<file path="src/rtl/tvs_monitor_ctrl.sv">
// TVS monitor controller: sequences the TVS enables, captures samples, watchdogs the sensor, raises alarms.
// Latency: capture lands 3 clk edges after TVS_VALID rises; RD_DATA is registered, 1 cycle after RD_SEL.
// Backpressure: none; samples arriving outside RUN_S or on masked channels are dropped.
module tvs_monitor_ctrl #(
    parameter int TIMEOUT_CYCLES     = 1000000,
    parameter int RESTART_CYCLES     = 16,
    parameter int CLEAR_PULSE_CYCLES = 4,
    parameter int TEMP_HYST          = 32
) (
    input  logic        clk,
    input  logic        reset_n,
    input  logic        RUN,
    input  logic [3:0]  CH_MASK,
    input  logic [15:0] TEMP_LIMIT,
    input  logic        FLAG_CLEAR,
    input  logic [1:0]  RD_SEL,
    input  logic        RD_STROBE,
    output logic [15:0] RD_DATA,
    output logic [3:0]  DATA_READY,
    output logic        OVER_TEMP,
    output logic        HW_TEMP_HIGH,
    output logic        HW_TEMP_LOW,
    output logic        STALL,
    output logic [7:0]  RESTART_COUNT,
    output logic [1:0]  STATE,
    input  logic [15:0] TVS_VALUE,
    input  logic [1:0]  TVS_CHANNEL,
    input  logic        TVS_VALID,
    input  logic        TVS_ACTIVE,
    input  logic        TVS_TEMP_HIGH,
    input  logic        TVS_TEMP_LOW,
    output logic [3:0]  TVS_ENABLE,
    output logic        TVS_TEMP_HIGH_CLEAR,
    output logic        TVS_TEMP_LOW_CLEAR
);

    localparam logic [1:0] S_IDLE        = 2'd0;
    localparam logic [1:0] S_WAIT_ACTIVE = 2'd1;
    localparam logic [1:0] S_RUN         = 2'd2;
    localparam logic [1:0] S_RESTART     = 2'd3;

    // One timer serves both the watchdog and the restart hold, so size it for the larger.
    localparam int TMAX = (TIMEOUT_CYCLES > RESTART_CYCLES) ? TIMEOUT_CYCLES : RESTART_CYCLES;
    localparam int TW   = $clog2(TMAX + 1);
    localparam int CW   = $clog2(CLEAR_PULSE_CYCLES + 1);

    logic [1:0]    state;
    logic [1:0]    state_nxt;
    logic [TW-1:0] timer;
    logic [TW-1:0] timer_nxt;

    logic [1:0]    valid_sync;
    logic [1:0]    active_sync;
    logic [1:0]    high_sync;
    logic [1:0]    low_sync;
    logic          valid_q;

    logic [15:0]   sample [4];
    logic [CW-1:0] clr_cnt;

    logic          valid_rise;
    logic          mon_en;
    logic          capture_ok;
    logic          enter_restart;
    logic          clr_active;
    logic [3:0]    rdy_set;
    logic [3:0]    rdy_clr;
    logic [15:0]   temp_floor;

    assign valid_rise    = valid_sync[1] & ~valid_q;
    assign mon_en        = RUN && (CH_MASK != 4'b0);
    // Value and channel are taken straight off the pins: the TVS holds them while VALID is high.
    assign capture_ok    = valid_rise && (state == S_RUN) && CH_MASK[TVS_CHANNEL];
    assign enter_restart = (state_nxt == S_RESTART) && (state != S_RESTART);
    assign clr_active    = (clr_cnt != '0);
    assign rdy_set       = capture_ok ? (4'b0001 << TVS_CHANNEL) : 4'b0000;
    assign rdy_clr       = RD_STROBE ? (4'b0001 << RD_SEL) : 4'b0000;
    // Lower hysteresis bound floors at zero, which leaves the alarm latched for tiny limits.
    assign temp_floor    = (TEMP_LIMIT < 16'(TEMP_HYST)) ? 16'h0000 : (TEMP_LIMIT - 16'(TEMP_HYST));

    assign STATE               = state;
    assign TVS_ENABLE          = ((state == S_WAIT_ACTIVE) || (state == S_RUN)) ? CH_MASK : 4'b0000;
    assign TVS_TEMP_HIGH_CLEAR = clr_active;
    assign TVS_TEMP_LOW_CLEAR  = clr_active;

    // Two-flop synchronisers for the asynchronous TVS status lines, plus VALID edge history.
    always_ff @(posedge clk) begin
        if (!reset_n) begin
            valid_sync  <= 2'b00;
            active_sync <= 2'b00;
            high_sync   <= 2'b00;
            low_sync    <= 2'b00;
            valid_q     <= 1'b0;
        end else begin
            valid_sync  <= {valid_sync[0], TVS_VALID};
            active_sync <= {active_sync[0], TVS_ACTIVE};
            high_sync   <= {high_sync[0], TVS_TEMP_HIGH};
            low_sync    <= {low_sync[0], TVS_TEMP_LOW};
            valid_q     <= valid_sync[1];
        end
    end

    // Next state and timer; dropping RUN or the whole mask outranks any timeout.
    always_comb begin
        state_nxt = state;
        timer_nxt = timer;
        case (state)
            S_IDLE: begin
                timer_nxt = '0;
                if (mon_en) state_nxt = S_WAIT_ACTIVE;
            end
            S_WAIT_ACTIVE: begin
                if (!mon_en) begin
                    state_nxt = S_IDLE;
                    timer_nxt = '0;
                end else if (active_sync[1]) begin
                    state_nxt = S_RUN;
                    timer_nxt = '0;
                end else if (timer == TW'(TIMEOUT_CYCLES - 1)) begin
                    state_nxt = S_RESTART;
                    timer_nxt = '0;
                end else begin
                    timer_nxt = timer + TW'(1);
                end
            end
            S_RUN: begin
                if (!mon_en) begin
                    state_nxt = S_IDLE;
                    timer_nxt = '0;
                end else if (capture_ok) begin
                    timer_nxt = '0;
                end else if (timer == TW'(TIMEOUT_CYCLES - 1)) begin
                    state_nxt = S_RESTART;
                    timer_nxt = '0;
                end else begin
                    timer_nxt = timer + TW'(1);
                end
            end
            default: begin
                if (!mon_en) begin
                    state_nxt = S_IDLE;
                    timer_nxt = '0;
                end else if (timer == TW'(RESTART_CYCLES - 1)) begin
                    state_nxt = S_WAIT_ACTIVE;
                    timer_nxt = '0;
                end else begin
                    timer_nxt = timer + TW'(1);
                end
            end
        endcase
    end

    // State, timer and the sticky stall bookkeeping.
    always_ff @(posedge clk) begin
        if (!reset_n) begin
            state         <= S_IDLE;
            timer         <= '0;
            STALL         <= 1'b0;
            RESTART_COUNT <= 8'h00;
        end else begin
            state <= state_nxt;
            timer <= timer_nxt;
            if (enter_restart) begin
                STALL <= 1'b1;
                if (RESTART_COUNT != 8'hFF) RESTART_COUNT <= RESTART_COUNT + 8'h01;
            end
        end
    end

    // Sample capture, fresh flags (set beats clear) and the registered read port.
    always_ff @(posedge clk) begin
        if (!reset_n) begin
            for (int i = 0; i < 4; i++) sample[i] <= 16'h0000;
            DATA_READY <= 4'b0000;
            RD_DATA    <= 16'h0000;
        end else begin
            if (capture_ok) sample[TVS_CHANNEL] <= TVS_VALUE;
            DATA_READY <= (DATA_READY & ~rdy_clr) | rdy_set;
            RD_DATA    <= sample[RD_SEL];
        end
    end

    // Hysteretic over-temperature alarm, only re-evaluated on a fresh temperature sample.
    always_ff @(posedge clk) begin
        if (!reset_n) begin
            OVER_TEMP <= 1'b0;
        end else if (capture_ok && (TVS_CHANNEL == 2'd3)) begin
            if (TVS_VALUE >= TEMP_LIMIT)      OVER_TEMP <= 1'b1;
            else if (TVS_VALUE < temp_floor)  OVER_TEMP <= 1'b0;
        end
    end

    // Sticky HW flags and the clear pulse; a new clear restarts the pulse and setting is masked meanwhile.
    always_ff @(posedge clk) begin
        if (!reset_n) begin
            HW_TEMP_HIGH <= 1'b0;
            HW_TEMP_LOW  <= 1'b0;
            clr_cnt      <= '0;
        end else if (FLAG_CLEAR) begin
            HW_TEMP_HIGH <= 1'b0;
            HW_TEMP_LOW  <= 1'b0;
            clr_cnt      <= CW'(CLEAR_PULSE_CYCLES);
        end else begin
            if (clr_active) begin
                clr_cnt <= clr_cnt - CW'(1);
            end else begin
                if (high_sync[1]) HW_TEMP_HIGH <= 1'b1;
                if (low_sync[1])  HW_TEMP_LOW  <= 1'b1;
            end
        end
    end

endmodule
</file>
<file path="config.mk">
export PLATFORM = sky130hd
export DESIGN_NAME = tvs_monitor_ctrl
export DESIGN_NICKNAME = d
export VERILOG_FILES = /design/src/rtl/tvs_monitor_ctrl.sv
export SDC_FILE = /design/constraint.sdc
export NUM_CORES = 1
export LEC_CHECK = 0
export BUFFER_PORTS_ARGS = -buffer_cell sky130_fd_sc_hd__buf_4
export CORE_ASPECT_RATIO = 0.8
export CORE_MARGIN = 2
export CORE_UTILIZATION = 58
export DETAILED_ROUTE_END_ITERATION = 10
export GPL_TIMING_DRIVEN = 0
export PLACE_DENSITY = 0.83
export SLEW_MARGIN = 40
export SYNTH_ARGS = -nofsm -noshare
export SYNTH_HDL_FRONTEND = slang
export SYNTH_SLANG_ARGS = --single-unit
</file>
<file path="constraint.sdc">
create_clock -name clk -period 3.4 [get_ports clk]
set_clock_uncertainty 0.15 [all_clocks]
set_input_delay 0.34 -clock clk [delete_from_list [all_inputs] [get_ports clk]]
set_output_delay 0.34 -clock clk [all_outputs]
set_load 0.01 [all_outputs]
</file>
* Word-level counts from Yosys, hierarchy flattened
Memory sizes are Yosys's and may differ from the RTL's. A register that Yosys moved wholly into a read port is not among the register bits.
Index checks and enable logic that the tools add are counted.
** Word-level totals
- Input bits :: 49
- Register bits after elaboration :: 50
- Memories :: 1
- Output and inout bits :: 40
- Memory bits (writable) :: 64
- Logic and storage cells :: 93
** Cells by class
- Multiplexer cells :: 34
- Bitwise logic cells :: 7
- Order comparisons :: 4
- $add $sub $neg :: 4
- Equality and inequality tests :: 8
- Shift-type cells :: 2
- Reduce and logical (&&, ||, !) cells :: 18
** Memory list
- sample :: depth 4, width 16, rd ports 1, clocked after memory_dff 1, wr ports 4, RTL line 58 : logic [15:0] sample [4];
** Operators with widths (number)
- two-way mux 20 bit :: 7
- case mux 20 bit (3 select lines) :: 1
- two-way mux 16 bit :: 2
- adder 20 x 1 -> 20 bit, second input constant :: 1
- == test 20 bit, second input constant :: 1
- == test 20 x 4 -> 1 bit, second input constant :: 1
- two-way mux 2 bit :: 9
- >= comparator 16 bit :: 1
- < comparator 16 bit :: 1
- < comparator 16 x 6 -> 1 bit, second input constant :: 1
- OR reduction 16 bit :: 1
- subtractor 16 x 6 -> 16 bit, second input constant :: 1
- two-way mux 4 bit :: 3
- adder 8 x 1 -> 8 bit, second input constant :: 1
- two-way mux 1 bit :: 8
- inequality test 8 bit, second input constant :: 1
- AND reduction 2 bit :: 4
- << shifter 1 x 2 -> 4 bit, first input constant :: 2
- == test 2 bit, second input constant :: 3
- two-way mux 3 bit :: 2
- case mux 2 bit (3 select lines) :: 1
- logical AND 1 bit :: 5
- AND 4 bit :: 1
- NOT 4 bit :: 1
- other kinds (15) :: 18

* Longest topological paths before layout
- Depth in word-level cells :: 10
- Depth in mapped cells :: 13
- Depth with buffers taken out :: 13

* Worst setup path before layout
OpenSTA, ideal clock, no wires.
- Kind :: input-to-reg
- Start :: in TVS_CHANNEL[0]
- End :: mem sample[1][0] (enable)
- Stages on the path :: 7
- Slack :: 0.830 ns
- Library setup time :: 0.367 ns
- Data required time :: 2.883 ns
- Path buffers :: 2
- Arrival time :: 2.053 ns
- Path through :: mux4_2 -> and3_1 -> and2_1 -> clkbuf_1 -> and3b_1 -> clkbuf_1 -> nand2b_1
** RTL lines
- start: declaration :: RTL line 27 : input logic [1:0] TVS_CHANNEL,
- end: declaration :: RTL line 58

==> metrics.cfg <==
[status]
outcome=completed

[clocking]
clock_path_buffers=2
clkTransAtPathRegs_ps=60
cts_tree=built
htree_num_levels=4
clk_latency_ps=410
cts_buffers=17
clkSinkCount=130
post_cts_resized=0
ctsRootBufferMaster=clkbuf_16

[global_route]
grt_pass1_vias=5003
grt-ovfl-total=0
grt_pass1_wl_microns=24190
grt_max_degree=17
track_usage=0.2619
antenna_found_initial=0

[setup_path]
crit_fanout=16
crit_top_cell=clkbuf_1
cp_slowest_cell=nand2b_2
max_stage_delay_ps=520
endpoint_kind=flip-flop
start_kind=flip-flop
r2r_slack_ps=370
crit_chain=ha_1 -> and3_1 -> and2_1 -> clkbuf_1 -> and3b_1 -> clkbuf_1 -> nand2b_2
required_ps=3300
critPathKind=reg2reg
cp.arrival_ps=2930

[logic_synthesis]
ys_types=54
synthAdderAreaFrac=0.08027
synth_top_area_share=0.3007
ys_top_cells_by_area=edfxtp_1 (30%), dfxtp_1 (21%), ha_1 (8.0%)
syn_area_sq_um=6391
synth_cells=612
synth_xor_area_frac=0.02878
synth-seq-area-share=0.5074
synth-edff-count=64
yosys-mux-area-fraction=0.06617
synthFlopType=dfxtp_1
yosysTopAreaCell=edfxtp_1
ys_async_sr_fraction=0
synthTopCellsByCount=nor2_1 (75), dfxtp_1 (66), edfxtp_1 (64)
synthSimpleGateAreaFrac=0.1958
synth_top_family_by_area=simple AND/OR/NAND/NOR gates
yosys_warnings=0
avgSynthCellArea_sq_um=10.44
syn-num-nets=702
synth-compound-area-share=0.07792
synth-seq-cells=130
synth_most_common_cell=nor2_1

[placement]
post-place-ws_ps=49.26
dpl_cell_area_sq_um=7218
portBuffers=86
place.gp.congestion=0.8429
dp_cells=842
dp_hpwl_microns=10440

[pwr]
power_density_nw_per_um2=490.0
peakVddDrop_v=0.0003958
p_leak_nw=3.316

[routing]
via_per_inst=5.722
remaining_drc_errors=0
routed_wirelength_microns=14900
vias=5024
dr.pass1.iters=5
routedWlPerCell_microns=16.97
drtAntennaViolNets=0
drt_iter0_drc=384

[floorplan]
core_sq_um=10810
std_cell_rows=34
start_util=0.5915
die_x_microns=121.4
io_pins=89
dieArea_sq_um=11880
fp.dieH_microns=97.89

[sta]
hold_viol=0
tns_ps=0
final-max-slew-violation-count=0
slew_headroom=0.4415
fmax_mhz=330.4
fin_crit_sh=0.8903
fin_ws_ps=372.9
rsz0062_at_grt=no
worst_slew_pin_slew_ps=835.7
min_period_ps=3027
finalSetupViolCount=0

[job]
max-cap-violations=0

[final_layout]
finalNonFillerCells=878
regArea_sq_um=3243
final_layout_size_suffix_gt1_frac=0.1962
stdcell_area_sq_um=7845
antennaDiodeCount=0
multi_input_area_sq_um=2872
fill_cells=744
nNetsFinal=811
syn_to_final_growth_pct=22.75

[worst_hold_path]
hp-class=in2reg

-- sequential cells by signal, summed over array words and instances, names as in the netlist --
| name | cells |
|---|---|
| sample | 64 |
| timer | 20 |
| RD_DATA | 16 |
| RESTART_COUNT | 8 |
| DATA_READY | 4 |
| clr_cnt | 3 |
| STATE | 2 |
| active_sync | 2 |
| high_sync | 2 |
| low_sync | 2 |
| valid_sync | 2 |
| HW_TEMP_HIGH | 1 |
| HW_TEMP_LOW | 1 |
| OVER_TEMP | 1 |
| STALL | 1 |
| valid_q | 1 |
-- worst max-delay path, delay by kind of cell (launching register included) --
| family | cells | cell delay [ps] |
|---|---|---|
| fa+ha+maj | 1 | 250 |
| simple gates | 4 | 1130 |
| flops | 1 | 430 |
| buf+inv | 2 | 690 |
-- layer usage --
layer,vias to the layer above,wire (microns),global-route usage
li1,2376,-,-
met1,2389,6217,0.3368
met2,232,7326,0.4421
met3,27,1119,0.05724
met4,0,237,0.08753
met5,-,0,0
-- cell type report --
cell class | count | area share
flip-flops and latches | 130 | 0.4134
well taps | 144 | 0.02297
clock buffers | 17 | 0.05423
repair buffers | 90 | 0.08740
multi-input cells | 409 | 0.3660
plain buffers | 25 | 0.01276
clock inverters | 15 | 0.02026
inverters | 48 | 0.02297
-- logic make-up (layout without fill, tap and decap cells) --
| group | count (synthesis) | in the layout |
|---|---|---|
| adder cells (fa/ha/maj) | 41 | 41 |
| flip-flops | 130 | 130 |
| AND/OR/NAND/NOR | 251 | 251 |
| multiplexers | 21 | 21 |
| AO/OA/AOI/OAI | 75 | 75 |
| buffers and inverters | 73 | 195 |
| XOR/XNOR | 21 | 21 |
-- repair_timing --
action | in CTS | in global routing
hold buffers | 4 | 0
setup buffers | 0 | 0
hold endpoints to repair | 4 | 0
-- worst paths after layout --
kind,start,to,cells after the start
worst min register to register,high_sync[0],high_sync[1],1
worst max-delay path,STATE[1],sample[1][1],7
worst max register to register,STATE[1],sample[1][1],7
worst min-delay path,FLAG_CLEAR,clr_cnt[2],3
-- placed cells by master, fill, tap and decap left out, types with 7 or more instances in the layout --
cell,count
dfxtp_1,66
nand4_1,11
nor2_1,75
a21o_1,7
ha_1,41
nand2_1,53
a21oi_1,25
and2_1,46
edfxtp_1,64
nand3_1,14
clkbuf_1,20
nor4_1,8
inv_1,48
mux4_2,17
xnor2_1,11
xor2_1,10
clkbuf_16,17
nor3_1,7
and3_1,7
o21ai_0,15
buf_4,87
-- report_power, final --
part	switching, mW	total, mW	internal, mW
logic	0.190	0.360	0.170
clock network	0.693	1.78	1.08
registers	0.0182	1.71	1.69
-- stage by stage --
| step | total power, mW | hold slack, ps | utilization |
|---|---|---|---|
| floorplan | 1.935 | 261.9 | - |
| global placement | 2.072 | 266.5 | 0.6679 |
| detailed placement | 2.091 | 279.5 | 0.6680 |
| CTS | 3.847 | 35.76 | 0.7258 |
| global route | 3.952 | 44.18 | 0.7260 |
| finish | 3.844 | 44.01 | 0.7260 |
No activity file was read; power rests on OpenSTA's default activity.
